$ cat src/rtl/ifu_pkg.sv
// ifu_pkg: shared types and limits for the instruction prefetch unit
package ifu_pkg;
  localparam logic [31:0] RESET_PC_DEF = 32'h0000_3000;
  localparam int DEPTH_MIN = 2;
  localparam int DEPTH_MAX = 16;
  // PC and exception fields are sized for AW up to 32
  typedef struct packed {
    logic [31:0] pc;
    logic [31:0] instr;
    logic exc;
  } fetch_entry_t;
endpackage

$ cat src/rtl/ifu_fetch_queue.sv
// ifu_fetch_queue: synchronous FIFO of fetch entries with flush, simultaneous push/pop, count, empty, full
module ifu_fetch_queue
  import ifu_pkg::*;
#(
  parameter int DEPTH = 4
) (
  input  logic clk,
  input  logic rst,
  input  logic flush,
  input  logic push,
  input  fetch_entry_t din,
  input  logic pop,
  output fetch_entry_t dout,
  output logic [$clog2(DEPTH):0] count,
  output logic empty,
  output logic full
);
  localparam int PW = $clog2(DEPTH);
  localparam logic [PW:0] FULL_CNT = DEPTH[PW:0];
  fetch_entry_t mem [DEPTH];
  logic [PW-1:0] wr_ptr, rd_ptr;
  logic do_push, do_pop;
  assign empty = count == '0;
  assign full = count == FULL_CNT;
  assign do_pop = pop && !empty;
  assign do_push = push && (!full || do_pop);
  assign dout = empty ? '0 : mem[rd_ptr];
  // pointers and occupancy; flush empties the queue and wins over push and pop
  always_ff @(posedge clk or posedge rst)
    if (rst) begin
      wr_ptr <= '0;
      rd_ptr <= '0;
      count <= '0;
    end else if (flush) begin
      wr_ptr <= '0;
      rd_ptr <= '0;
      count <= '0;
    end else begin
      if (do_push) wr_ptr <= wr_ptr + 1'b1;
      if (do_pop) rd_ptr <= rd_ptr + 1'b1;
      count <= count + {{PW{1'b0}}, do_push} - {{PW{1'b0}}, do_pop};
    end
  // entry storage; reads are masked while empty so no reset is needed
  always_ff @(posedge clk)
    if (do_push && !flush) mem[wr_ptr] <= din;
endmodule

$ cat src/rtl/ifu_prefetch.sv
// ifu_prefetch: credit-based instruction prefetcher with redirect flush; IFU_PREFETCH_ADEL_EN enables misaligned-fetch AdEL entries
module ifu_prefetch
  import ifu_pkg::*;
#(
  parameter logic [31:0] RESET_PC = RESET_PC_DEF,
  parameter int DEPTH = 4,
  parameter int AW = 32
) (
  input  logic clk,
  input  logic reset,
  input  logic redirect_valid,
  input  logic [AW-1:0] redirect_pc,
  output logic im_req,
  output logic [AW-1:0] im_addr,
  input  logic im_gnt,
  input  logic im_rvalid,
  input  logic [31:0] im_rdata,
  output logic F_valid,
  output logic [AW-1:0] F_PC,
  output logic [31:0] F_inStr,
  output logic F_excAdEL,
  input  logic D_ready
);
  localparam int PW = $clog2(DEPTH);
  localparam logic [PW:0] DEPTH_W = DEPTH[PW:0];
  logic [AW-1:0] fetch_pc;
  logic [PW:0] in_flight, drop_cnt, q_count, in_flight_n;
  logic halt, credit, grant, rv_ok, live, misalign, adel_push;
  logic q_empty, q_full;
  logic [AW-1:0] pc_mem [DEPTH];
  logic [PW-1:0] pc_wr, pc_rd;
  fetch_entry_t q_din, head;
  // queue occupancy plus outstanding requests never exceeds DEPTH, so a response always has a slot
  assign credit = (q_count + in_flight) < DEPTH_W;
  assign im_req = !reset && credit && !redirect_valid && !halt && !misalign;
  assign im_addr = fetch_pc;
  assign grant = im_req && im_gnt;
  assign rv_ok = im_rvalid && in_flight != '0;
  assign live = rv_ok && !redirect_valid && drop_cnt == '0;
  assign in_flight_n = in_flight + {{PW{1'b0}}, grant} - {{PW{1'b0}}, rv_ok};
`ifdef IFU_PREFETCH_ADEL_EN
  // a misaligned PC becomes one exception entry once no live response is still owed
  assign misalign = |fetch_pc[1:0];
  assign adel_push = misalign && !halt && credit && !q_full && !redirect_valid && in_flight == drop_cnt;
`else
  assign misalign = 1'b0;
  assign adel_push = 1'b0;
`endif
  // entry pushed into the queue: either the returning instruction or an address-error marker
  always_comb begin
    q_din.pc = adel_push ? 32'(fetch_pc) : 32'(pc_mem[pc_rd]);
    q_din.instr = adel_push ? 32'h0 : im_rdata;
    q_din.exc = adel_push;
  end
  ifu_fetch_queue #(.DEPTH(DEPTH)) u_queue (
    .clk(clk),
    .rst(reset),
    .flush(redirect_valid),
    .push(live || adel_push),
    .din(q_din),
    .pop(D_ready),
    .dout(head),
    .count(q_count),
    .empty(q_empty),
    .full(q_full)
  );
  assign F_valid = !q_empty;
  assign F_PC = head.pc[AW-1:0];
  assign F_inStr = head.instr;
  // only exception entries ever carry exc, so without the feature this is constant 0
  assign F_excAdEL = head.exc;
  // fetch pointer, outstanding/drop counters, halt and PC-FIFO pointers
  always_ff @(posedge clk or posedge reset)
    if (reset) begin
      fetch_pc <= RESET_PC[AW-1:0];
      in_flight <= '0;
      drop_cnt <= '0;
      halt <= 1'b0;
      pc_wr <= '0;
      pc_rd <= '0;
    end else begin
      in_flight <= in_flight_n;
      if (redirect_valid) begin
        fetch_pc <= redirect_pc;
        drop_cnt <= in_flight_n;
        halt <= 1'b0;
        pc_wr <= '0;
        pc_rd <= '0;
      end else begin
        if (grant) fetch_pc <= fetch_pc + AW'(4);
        if (rv_ok && drop_cnt != '0) drop_cnt <= drop_cnt - 1'b1;
        if (adel_push) halt <= 1'b1;
        if (grant) pc_wr <= pc_wr + 1'b1;
        if (live) pc_rd <= pc_rd + 1'b1;
      end
    end
  // PC of each granted request, consumed in order by live responses
  always_ff @(posedge clk)
    if (grant) pc_mem[pc_wr] <= fetch_pc;
endmodule

$ cat config.mk
export PLATFORM = sky130hd
export DESIGN_NAME = ifu_prefetch
export DESIGN_NICKNAME = d
export VERILOG_FILES = /design/src/rtl/ifu_pkg.sv /design/src/rtl/ifu_fetch_queue.sv /design/src/rtl/ifu_prefetch.sv
export SDC_FILE = /design/constraint.sdc
export NUM_CORES = 1
export LEC_CHECK = 0
export ABC_CLOCK_PERIOD_IN_PS = 10500
export CORE_MARGIN = 2
export CORE_UTILIZATION = 61
export CTS_BUF_LIST = sky130_fd_sc_hd__clkbuf_4 sky130_fd_sc_hd__clkbuf_8 sky130_fd_sc_hd__clkbuf_16
export DETAILED_ROUTE_END_ITERATION = 8
export PLACE_DENSITY_LB_ADDON = 0.3
export SLEW_MARGIN = 20
export SYNTH_ARGS = -nofsm -noshare
export SYNTH_HDL_FRONTEND = slang
export SYNTH_SLANG_ARGS = --single-unit
$ cat constraint.sdc
create_clock -name clk -period 10.5 [get_ports clk]
set_input_delay 2.1 -clock clk [delete_from_list [all_inputs] [get_ports clk]]
set_output_delay 2.1 -clock clk [all_outputs]
set_load 0.005 [all_outputs]
==> results of run 1 <==
worst register-to-register path, delay by kind of cell, from the launching register on:
family,cells,cell delay (ps)
fa+ha+maj,4,1210
buf+inv,2,270
xor+xnor,2,860
flops,1,440
compound gates,2,250
simple gates,2,590
synth_stat cells (4+ instances only):
cell | n | area [um2]
nand2_1 | 50 | 188
a221o_1 | 7 | 70.1
buf_1 | 6 | 22.5
xor2_1 | 9 | 78.8
o21ai_0 | 4 | 20.0
and2_1 | 72 | 450
dfrtp_1 | 47 | 1180
edfxtp_1 | 384 | 11500
o311ai_1 | 8 | 70.1
nor2_1 | 14 | 52.6
or4_1 | 5 | 37.5
a21o_1 | 6 | 45.0
a21oi_1 | 4 | 20.0
inv_1 | 19 | 71.3
nand4_1 | 7 | 43.8
mux4_2 | 96 | 2160
a31oi_1 | 6 | 37.5
clkbuf_1 | 28 | 105
buf_2 | 10 | 50.1
o21ai_1 | 8 | 40.0
and3_1 | 9 | 56.3
nor3_1 | 7 | 35.0
o211ai_1 | 6 | 45.0
ha_1 | 16 | 200
xnor2_1 | 9 | 78.8
nand3_1 | 17 | 85.1
cells by family (layout without fill, tap and decap cells):
family          count (synthesis)  after routing  synth area share [%]
simple gates                  200            200                  6.58
compound gates                 57             57                  2.42
xor+xnor                       20             20                  1.17
mux                           102            102                  12.9
fa+ha+maj                      18             18                  1.39
flops                         433            433                  73.9
buf+inv                        67            275                  1.57
other cells                     1              1                0.0217
layer usage:
layer	global-route usage, %	up-vias	part of all wire [%]
met4	6.50	0	2.3
li1	-	3927	-
met5	0	-	0
met1	32.5	4521	42
met3	3.98	56	6.5
met2	38.6	366	49
worst max-delay path by stage:
stage / start / end / depth (start not counted)
after global routing: reset / im_req / 4
final: reset / im_req / 4
after CTS: reset / im_req / 4
after global placement: reset / im_req / 4
after detailed placement: reset / im_req / 4
after floorplan: reset / im_req / 2
report_power, final:
part | internal [mW] | switching [mW] | total, mW
Combinational | 0.657 | 0.517 | 1.17
Clock | 0.916 | 0.607 | 1.52
Sequential | 2.02 | 0.107 | 2.12
state kept, by name, summed over array words and instances, names as in the netlist, 3 cells and up:
name,flops
u_queue.count,3
im_addr,32
pc_mem,128
u_queue.mem,256
drop_cnt,3
in_flight,3
cell type report:
class	instances	area (um2)	area share, %
Sequential cell	433	12800	61.6
Clock inverter	23	239	1.15
Tap cell	378	473	2.28
Clock buffer	53	1180	5.68
Timing Repair Buffer	178	1750	8.46
Inverter	21	80.1	0.386
Multi-Input combinational cell	398	4240	20.4
per-stage QoR:
stage | total power [mW] | hold WS (ps) | cells
2_1_floorplan | 2.80 | 503 | 898
3_3_place_gp | 3.31 | 522 | 1408
3_5_place_dp | 3.34 | 558 | 1408
4_1_cts | 4.86 | 582 | 1484
5_1_grt | 5.02 | 608 | 1484
6_report | 4.82 | 582 | 1484
==> summary.txt, run 1 <==
Run status
  – Status: complete, no violations

Timing
  – Slew headroom: a little under a third
  – Final Setup Violations: 0
  – Clk_skew: around 17 ps
  – Fin. Hold Viols: 0
  – Fmax: 0.158 GHz
  – Least-Margin Pin Slew: 1030 ps
  – Total negative slack: 0 ps
  – Minimum clock period: 6330 ps
  – Pins over their slew limit: 0
  – Period utilization: 60.3%
  – Post-route setup slack: 4170 ps
  – RSZ-0062 raised after global routing: false

Global route
  – Vias in the first global route: roughly 8.9k
  – First-pass GRT wire length: 50,700 um
  – All-Layer GR Usage: 23.2%
  – Gr ovfl total: 0
  – Largest net degree at the start of global routing: 67
  – Initial antenna violation count: 0

Route
  – Via count: 8,870
  – Final WL: 33,500 um
  – Iteration-0 DRC Markers: 656
  – DR WL/cell: about 23 um
  – Ratio of routed vias to standard cells: between 5 and 6
  – Drt first pass iters: 5
  – Post-route ant nets: 0
  – Drt drc: 0

Worst setup path
  – Reg-to-reg slack, setup: 6790 ps
  – CP peak stage delay: 690 ps
  – CP endpoint kind: output pin
  – CP Data Required Time: approximately 8400 ps
  – Arr. time, crit path: 4230 ps
  – Critical-path top delay cell: clkinv_2
  – Worst setup SP type: primary input
  – Crit path cell chain: clkdlybuf4s50_1, clkinv_2, and3_1, clkdlybuf4s50_1
  – Reg-to-Reg End: drop_cnt[2]$_DFFE_PP0P_
  – Worst R2R Start: u_queue.count[1]$_DFF_PP0_
  – Setup Crit Path Kind: in -> out
  – Worst R2R Path Depth: 12
  – Worst-path fanout max: 50
  – Critical path buffers and inverters: 3
  – Most used cell, CP: clkdlybuf4s50_1
  – Crit-path leading delay family: buffers and inverters

Synthesis
  – YS warnings: 0
  – Gate Count Post-Synth: 898
  – Async set or reset register ratio after synthesis: 11.3%
  – Avg Inst Size Synth: 19.2 um2
  – EDFF count, synth: between 300 and 400
  – Seq cells post-synth: 433
  – Mapped Nets: 986
  – Post-synth top flop: edfxtp_1
  – Distinct cells, synth: 53
  – Seq/Total Area, Yosys: 73.9%
  – Mapped Area: 0.0173 mm2

Layout
  – Most common cell after layout, fill and taps aside: edfxtp_1
  – Post-route cell area: 0.0207 mm2
  – Post-Route Utilization: 74.6%
  – Share of post-route cells with drive strength above 1: a little under a fifth
  – Most frequent cells in the layout: 384 x edfxtp_1, 166 x clkdlybuf4s50_1, 96 x mux4_2
  – Final nets: 1,163
  – Fillers: 1,599
  – Synthesis-to-finish area growth: 20.1%
  – Final antenna diode count: 0

Floorplan
  – Die W: between 150 and 200 um
  – Initial core utilization: 62.1%
  – Chip Height: 172 um
  – I/O pin count: roughly 170
  – Placeable Area: 0.0278 mm2
  – DIE AREA: around 0.030 mm2
  – Rows: a little over 60

Clocking
  – Hold-fix buffer count after cts: 0
  – CTS Buffer Depth: 3
  – Clk slew on worst S/H paths: 60 ps
  – Clock root cell: clkbuf_16
  – Skew-Pair Late Insertion Delay: 530 ps
  – CTS buffer count: 43
  – Setup bufs post-CTS: 0
  – Post_cts resized: 0
  – CTS sink cnt: 433
  – Htree depth: 2
  – CTS tree: done

Power
  – P per Cell Area: 233 mW/mm2
  – Maximum vdd ir drop: 125 uV
  – Static Leak: 6.84 nW

Flow run
  – Number of max-cap violations: 0

Worst hold path
  – HP Start: im_addr[0]$_DFFE_PP0P_
  – Min-delay worst type: reg -> reg
  – Worst hold path cell count: 0
  – Hold Crit Endpoint: pc_mem[3][0]$_DFFE_PP_

Place
  – Gpl congestion: 0.847
  – Port bufs: roughly 170
  – Post-DP HPWL: 19,100 um
  – Placement Setup Slack: 4240 ps
  – Post-DP Area: between 0.015 and 0.02 mm2
No activity file was read; power rests on OpenSTA's default activity.
==> inputs of run 2 (changes only) <==
--- a/config.mk
+++ b/config.mk
@@ -5,9 +5,9 @@
 export SDC_FILE = /design/constraint.sdc
 export NUM_CORES = 1
 export LEC_CHECK = 0
-export ABC_CLOCK_PERIOD_IN_PS = 10500
+export ABC_CLOCK_PERIOD_IN_PS = 6300
 export CORE_MARGIN = 2
-export CORE_UTILIZATION = 61
+export CORE_UTILIZATION = 57
 export CTS_BUF_LIST = sky130_fd_sc_hd__clkbuf_4 sky130_fd_sc_hd__clkbuf_8 sky130_fd_sc_hd__clkbuf_16
 export DETAILED_ROUTE_END_ITERATION = 8
 export PLACE_DENSITY_LB_ADDON = 0.3
==> constraint.sdc (replaced) <==
create_clock -name clk -period 6.3 [get_ports clk]
set_input_delay 1.26 -clock clk [delete_from_list [all_inputs] [get_ports clk]]
set_output_delay 1.26 -clock clk [all_outputs]
set_load 0.005 [all_outputs]
==> run 2 against run 1 <==
Effect of this change: combinational power up 59%; critical path type is now reg -> out; design area down 0.47%; wire length up 1.5%; core utilization down 5.2 points; count of clock-buffer cells in the layout up 1; clock power up 57%.
==> summary.txt, run 2 (same netlist as run 1, synthesis figures left out) <==
Power
  – Static Leak: approximately 6.8 nW
  – Maximum vdd ir drop: 234 uV
  – P per Cell Area: 381 mW/mm2

Floorplan
  – Rows: between 60 and 70
  – Chip Height: 178 um
  – Die W: about 180 um
  – I/O pin count: 169
  – Placeable Area: 0.0297 mm2
  – DIE AREA: 0.0317 mm2
  – Initial core utilization: just under 60%

Worst setup path
  – Arr. time, crit path: about 3300 ps
  – Worst R2R Start: u_queue.count[1]$_DFF_PP0_
  – CP Data Required Time: 5040 ps
  – CP peak stage delay: 1040 ps
  – Crit path cell chain: buf_4, mux4_2, and2_1, clkdlybuf4s50_1
  – Reg-to-Reg End: drop_cnt[2]$_DFFE_PP0P_
  – Setup Crit Path Kind: reg -> out
  – Reg-to-reg slack, setup: 2630 ps
  – Worst R2R Path Depth: 12
  – Critical-path top delay cell: dfrtp_4
  – CP endpoint kind: output pin
  – Worst setup SP type: flip-flop
  – Worst-path fanout max: 47

Place
  – Port bufs: 167
  – Gpl congestion: 0.863
  – Post-DP HPWL: a little under 20,000 um
  – Placed Cells: 1,419
  – Post-DP Area: 0.0193 mm2

Clocking
  – CTS tree: done
  – Clock root cell: clkbuf_16
  – Skew-Pair Late Insertion Delay: roughly 540 ps
  – Post_cts resized: 0
  – Setup bufs post-CTS: 0
  – CTS Buffer Depth: 3
  – Clk slew on worst S/H paths: 60 ps
  – Htree depth: 2
  – CTS buffer count: 42
  – Hold-fix buffer count after cts: 0
  – CTS sink cnt: 433

Layout
  – Post-route cell area: 0.0206 mm2
  – Final antenna diode count: 0
  – Flip-flop and latch area: roughly 0.013 mm2
  – Final nets: 1,161
  – Register with the most flip-flops: u_queue.mem
  – Non-Filler Instances: approximately 1.5k
  – Max FFs per register: 256
  – Share of post-route cells with drive strength above 1: 17.8%
  – Multi-input logic area: around 0.0042 mm2
  – Most frequent cells in the layout: 384 x edfxtp_1, 166 x clkdlybuf4s50_1, 96 x mux4_2
  – Most common cell after layout, fill and taps aside: edfxtp_1
  – Synthesis-to-finish area growth: 19.5%
  – Fillers: 1,884

Worst hold path
  – Worst hold path cell count: 1
  – HP Start: u_queue.wr_ptr[0]$_DFFE_PP0P_
  – Hold Crit Endpoint: u_queue.wr_ptr[0]$_DFFE_PP0P_
  – Min-delay worst type: reg -> reg

Timing
  – Minimum clock period: ~4600 ps
  – Period utilization: about 73%
  – Clk_skew: 28.5 ps
  – Least-Margin Pin Slew: 1030 ps
  – RSZ-0062 raised after global routing: false
  – Pins over their slew limit: 0
  – Total negative slack: 0 ps
  – Fin. Hold Viols: 0
  – Fmax: 0.219 GHz
  – Final Setup Violations: 0
  – Worst hold margin: ~580 ps
  – Slew headroom: 31.3%

Global route
  – Gr ovfl total: 0
  – Initial antenna violation count: 0
  – Vias in the first global route: between 9k and 10k
  – All-Layer GR Usage: 22.4%
  – Largest net degree at the start of global routing: 67
  – First-pass GRT wire length: around 53,000 um

Route
  – Drt first pass iters: 5
  – Final WL: 34,000 um
  – Post-route ant nets: 0
  – Ratio of routed vias to standard cells: 5.96
  – Via count: 8,898
  – Drt drc: 0
  – DR WL/cell: 22.8 um
  – Iteration-0 DRC Markers: 866

Flow run
  – Number of max-cap violations: 0

Run status
  – Status: complete, no violations
[run 2: cell count changes in the layout (fill, tap and decap cells not counted), sizes merged]
cell / previous run / this run
clkinvlp: 0 / 1
clkinv: 19 / 18
buf: 12 / 11
bufinv: 5 / 2
inv: 20 / 21
clkbuf: 53 / 54
[run 2: cell type report]
type                            count  share of cell area (%)
Clock inverter                     21                   0.734
Tap cell                          390                    2.37
Timing Repair Buffer              177                    8.44
Clock buffer                       54                    5.62
Multi-Input combinational cell    398                    20.6
Inverter                           21                   0.382
Sequential cell                   433                    61.9
[run 2: how the worst max path moves through the flow]
stage	startpoint	to	slack, ps	cells after the start
6_report	u_queue.rd_ptr[0]$_DFFE_PP0P_	F_inStr[15]	1730	4
5_1_grt	u_queue.rd_ptr[0]$_DFFE_PP0P_	F_inStr[18]	1430	4
4_1_cts	u_queue.rd_ptr[0]$_DFFE_PP0P_	F_inStr[15]	1580	4
3_5_place_dp	im_gnt	drop_cnt[2]$_DFFE_PP0P_	1910	13
3_3_place_gp	reset	im_req	1960	5
2_1_floorplan	im_rvalid	u_queue.mem[0][0]$_DFFE_PP_	2230	5
[run 2: layer usage]
metal | track usage (%) | wire length [um] | vias up
li1 | - | - | 3927
met1 | 30.3 | 14100 | 4559
met2 | 38.2 | 17200 | 366
met3 | 3.77 | 2190 | 46
met4 | 6.11 | 578 | 0
met5 | 0 | 0 | -
[run 2: stage by stage]
step                      setup slack [ps]  util [%]  power [mW]
after global routing                  1430      69.4        8.20
after global placement                1960      65.0        5.51
after floorplan                       2230         -        4.66
final                                 1730      69.4        7.85
after detailed placement              1910      65.0        5.55
after CTS                             1580      69.4        7.92
[run 2: worst max-delay path, delay by kind of cell, from the launching register on]
family	cells	cell delay (ps)
flip-flops	1	1040
multiplexers	1	560
buffers and inverters	2	950
AND/OR/NAND/NOR	1	180
[run 2: power by group]
| group | switching [mW] | leakage [nW] | internal [mW] |
|---|---|---|---|
| registers | 0.254 | 4.06 | 3.36 |
| logic | 0.771 | 2.06 | 1.09 |
| clock network | 0.995 | 0.661 | 1.38 |
| total | 2.02 | 6.78 | 5.83 |
==> inputs of run 3 (changes only) <==
--- a/config.mk
+++ b/config.mk
@@ -5,7 +5,7 @@
 export SDC_FILE = /design/constraint.sdc
 export NUM_CORES = 1
 export LEC_CHECK = 0
-export ABC_CLOCK_PERIOD_IN_PS = 6300
+export ABC_CLOCK_PERIOD_IN_PS = 4600
 export CORE_MARGIN = 2
 export CORE_UTILIZATION = 57
 export CTS_BUF_LIST = sky130_fd_sc_hd__clkbuf_4 sky130_fd_sc_hd__clkbuf_8 sky130_fd_sc_hd__clkbuf_16
==> constraint.sdc (replaced) <==
create_clock -name clk -period 4.6 [get_ports clk]
set_input_delay 0.92 -clock clk [delete_from_list [all_inputs] [get_ports clk]]
set_output_delay 0.92 -clock clk [all_outputs]
set_load 0.005 [all_outputs]
==> run 3 against run 2 <==
Effect of this change: critical endpoint is now F_PC[24]; critical path type unchanged; cell count grew 0.54%; wire length grew 6.4%; global-route usage increased by 1.1 points.
==> summary.txt, run 3 (same netlist as run 1, synthesis figures left out) <==
Run status
  – Status: complete, no violations

Worst setup path
  – Worst R2R Path Depth: 13
  – Worst setup SP type: flip-flop
  – Critical path buffers and inverters: 2
  – Arr. time, crit path: between 2000 and 3000 ps
  – Critical-path top delay cell: dfrtp_4
  – Crit path cell chain: buf_4, mux4_2, and2_1, clkdlybuf4s50_1
  – Crit-path leading delay family: buffers and inverters
  – CP peak stage delay: 700 ps
  – Worst-path fanout max: 20
  – CP endpoint kind: output pin
  – Setup Crit Path Kind: reg -> out
  – CP Data Required Time: 3680 ps
  – Levels on crit path: 4

Floorplan
  – Chip Height: 178 um
  – Initial core utilization: 58.1%
  – Die W: 178 um
  – Rows: between 60 and 70
  – DIE AREA: 0.0317 mm2
  – Placeable Area: 0.0297 mm2
  – I/O pin count: 169

Route
  – Final WL: around 36,000 um
  – DR WL/cell: 24.1 um
  – Iteration-0 DRC Markers: 767
  – Drt drc: 0
  – Via count: 9,062
  – Drt first pass iters: 7
  – Ratio of routed vias to standard cells: 6.03
  – Post-route ant nets: 0

Global route
  – All-Layer GR Usage: a little under a quarter
  – Vias in the first global route: around 9.5k
  – Gr ovfl total: 0
  – First-pass GRT wire length: 54,900 um
  – Largest net degree at the start of global routing: 66
  – Initial antenna violation count: 1

Timing
  – Period utilization: 81.7%
  – Least-Margin Pin Slew: about 960 ps
  – Pins over their slew limit: 0
  – RSZ-0062 raised after global routing: false
  – Total negative slack: 0 ps
  – Fin. Hold Viols: 0
  – Slew headroom: a little over a third
  – Post-route setup slack: 842 ps
  – Minimum clock period: 3760 ps
  – Clk_skew: 14.0 ps
  – Fmax: 0.266 GHz
  – Worst hold margin: 554 ps
  – Final Setup Violations: 0

Layout
  – Fillers: ~1.8k
  – Most common cell after layout, fill and taps aside: edfxtp_1
  – Max FFs per register: 256
  – Synthesis-to-finish area growth: 20.5%
  – Register with the most flip-flops: u_queue.mem
  – Most frequent cells in the layout: 384 x edfxtp_1, 166 x clkdlybuf4s50_1, 96 x mux4_2
  – Post-Route Utilization: 70.0%
  – Share of post-route cells with drive strength above 1: 18.8%
  – Final antenna diode count: 0
  – Final nets: 1,170

Clocking
  – CTS tree: done
  – CTS buffer count: 42
  – Clock root cell: clkbuf_16
  – Clk slew on worst S/H paths: 60 ps
  – Htree depth: 2
  – CTS sink cnt: about 430
  – Hold-fix buffer count after cts: 0
  – Setup bufs post-CTS: 0
  – CTS Buffer Depth: 3
  – Skew-Pair Late Insertion Delay: 530 ps
  – Post_cts resized: 0

Place
  – Post-DP HPWL: 20,900 um
  – Port bufs: 167
  – Gpl congestion: slightly below 0.8
  – Placement Setup Slack: 924 ps

Flow run
  – Number of max-cap violations: 0

Power
  – P per Cell Area: 527 mW/mm2
  – Static Leak: 6.87 nW
  – NetSw: 2.83 mW
  – Sequential Power Share: around 45%
  – Clock power frac: 30.7%
  – Comb pwr share: 24.7%
  – Switching part of the total: 25.8%
  – Maximum vdd ir drop: 291 uV
  – Internal power: 8.13 mW

Worst hold path
  – Min-delay worst type: reg -> reg
  – Worst hold path cell count: 0
[run 3: changes by cell type in the layout (fill, tap and decap cells not counted), moves of 3 or more]
cell and delta:
buf_12 +5, buf_4 +4, clkinv_1 -4, clkbuf_8 +3
clkinv_2 -3, clkbuf_4 +4
[run 3: area by class of cell]
cell class | instances | area [um2] | share of cell area (%)
clock buffer | 60 | 1200 | 5.79
clock inverter | 14 | 151 | 0.728
inverter | 21 | 78.8 | 0.379
multi-input combinational | 398 | 4240 | 20.4
sequential | 433 | 12800 | 61.4
tap | 390 | 488 | 2.35
timing repair buffer | 186 | 1870 | 9.00
[run 3: routing by layer]
metal	GRT usage (%)	part of all wire (%)	vias up
met5	0	0	-
met4	6.25	2.0	0
met3	3.71	6.2	49
met2	40.3	52	405
met1	31.8	40	4661
li1	-	-	3947
[run 3: path summary, 6_finish.rpt]
| kind | from | slack, ps | to |
|---|---|---|---|
| setup / recovery | u_queue.rd_ptr[0]$_DFFE_PP0P_ | 840 | F_PC[24] |
| hold / removal | im_addr[1]$_DFFE_PP0P_ | 550 | pc_mem[2][1]$_DFFE_PP_ |
| setup reg to reg | u_queue.count[1]$_DFF_PP0_ | 1450 | drop_cnt[2]$_DFFE_PP0P_ |
| hold reg to reg | im_addr[1]$_DFFE_PP0P_ | 550 | pc_mem[2][1]$_DFFE_PP_ |
| max in group asynchronous | reset | 3120 | u_queue.rd_ptr[0]$_DFFE_PP0P_ |
| min in group asynchronous | reset | 960 | im_addr[3]$_DFFE_PP0N_ |
[run 3: through the flow]
| step | instances | instance area (um2) | power [mW] |
|---|---|---|---|
| final | 1502 | 20800 | 11.0 |
| after floorplan | 898 | 17300 | 6.38 |
| after global placement | 1428 | 19400 | 7.61 |
| after CTS | 1502 | 20800 | 11.0 |
| after global routing | 1502 | 20800 | 11.4 |
| after detailed placement | 1428 | 19400 | 7.68 |
[run 3: power groups by stage]
stage          Combinational [mW]  Clock (mW)  Sequential [mW]
2_1_floorplan                1.59           0             4.79
3_3_place_gp                 2.66           0             4.95
3_5_place_dp                 2.71           0             4.97
4_1_cts                      2.74        3.41             4.89
5_1_grt                      2.94        3.56             4.93
6_report                     2.70        3.37             4.89
[run 3: worst register-to-register path, stage by stage (launching register included)]
cell	delay [ps]
dfrtp_1	450
ha_1	310
a31oi_2	300
xnor2_4	220
and2_1	180
buf_4	180
inv_2	150
ha_1	300
inv_1	40
ha_1	180
fa_1	370
xnor2_1	210
nand2_1	70
o21ai_0	90
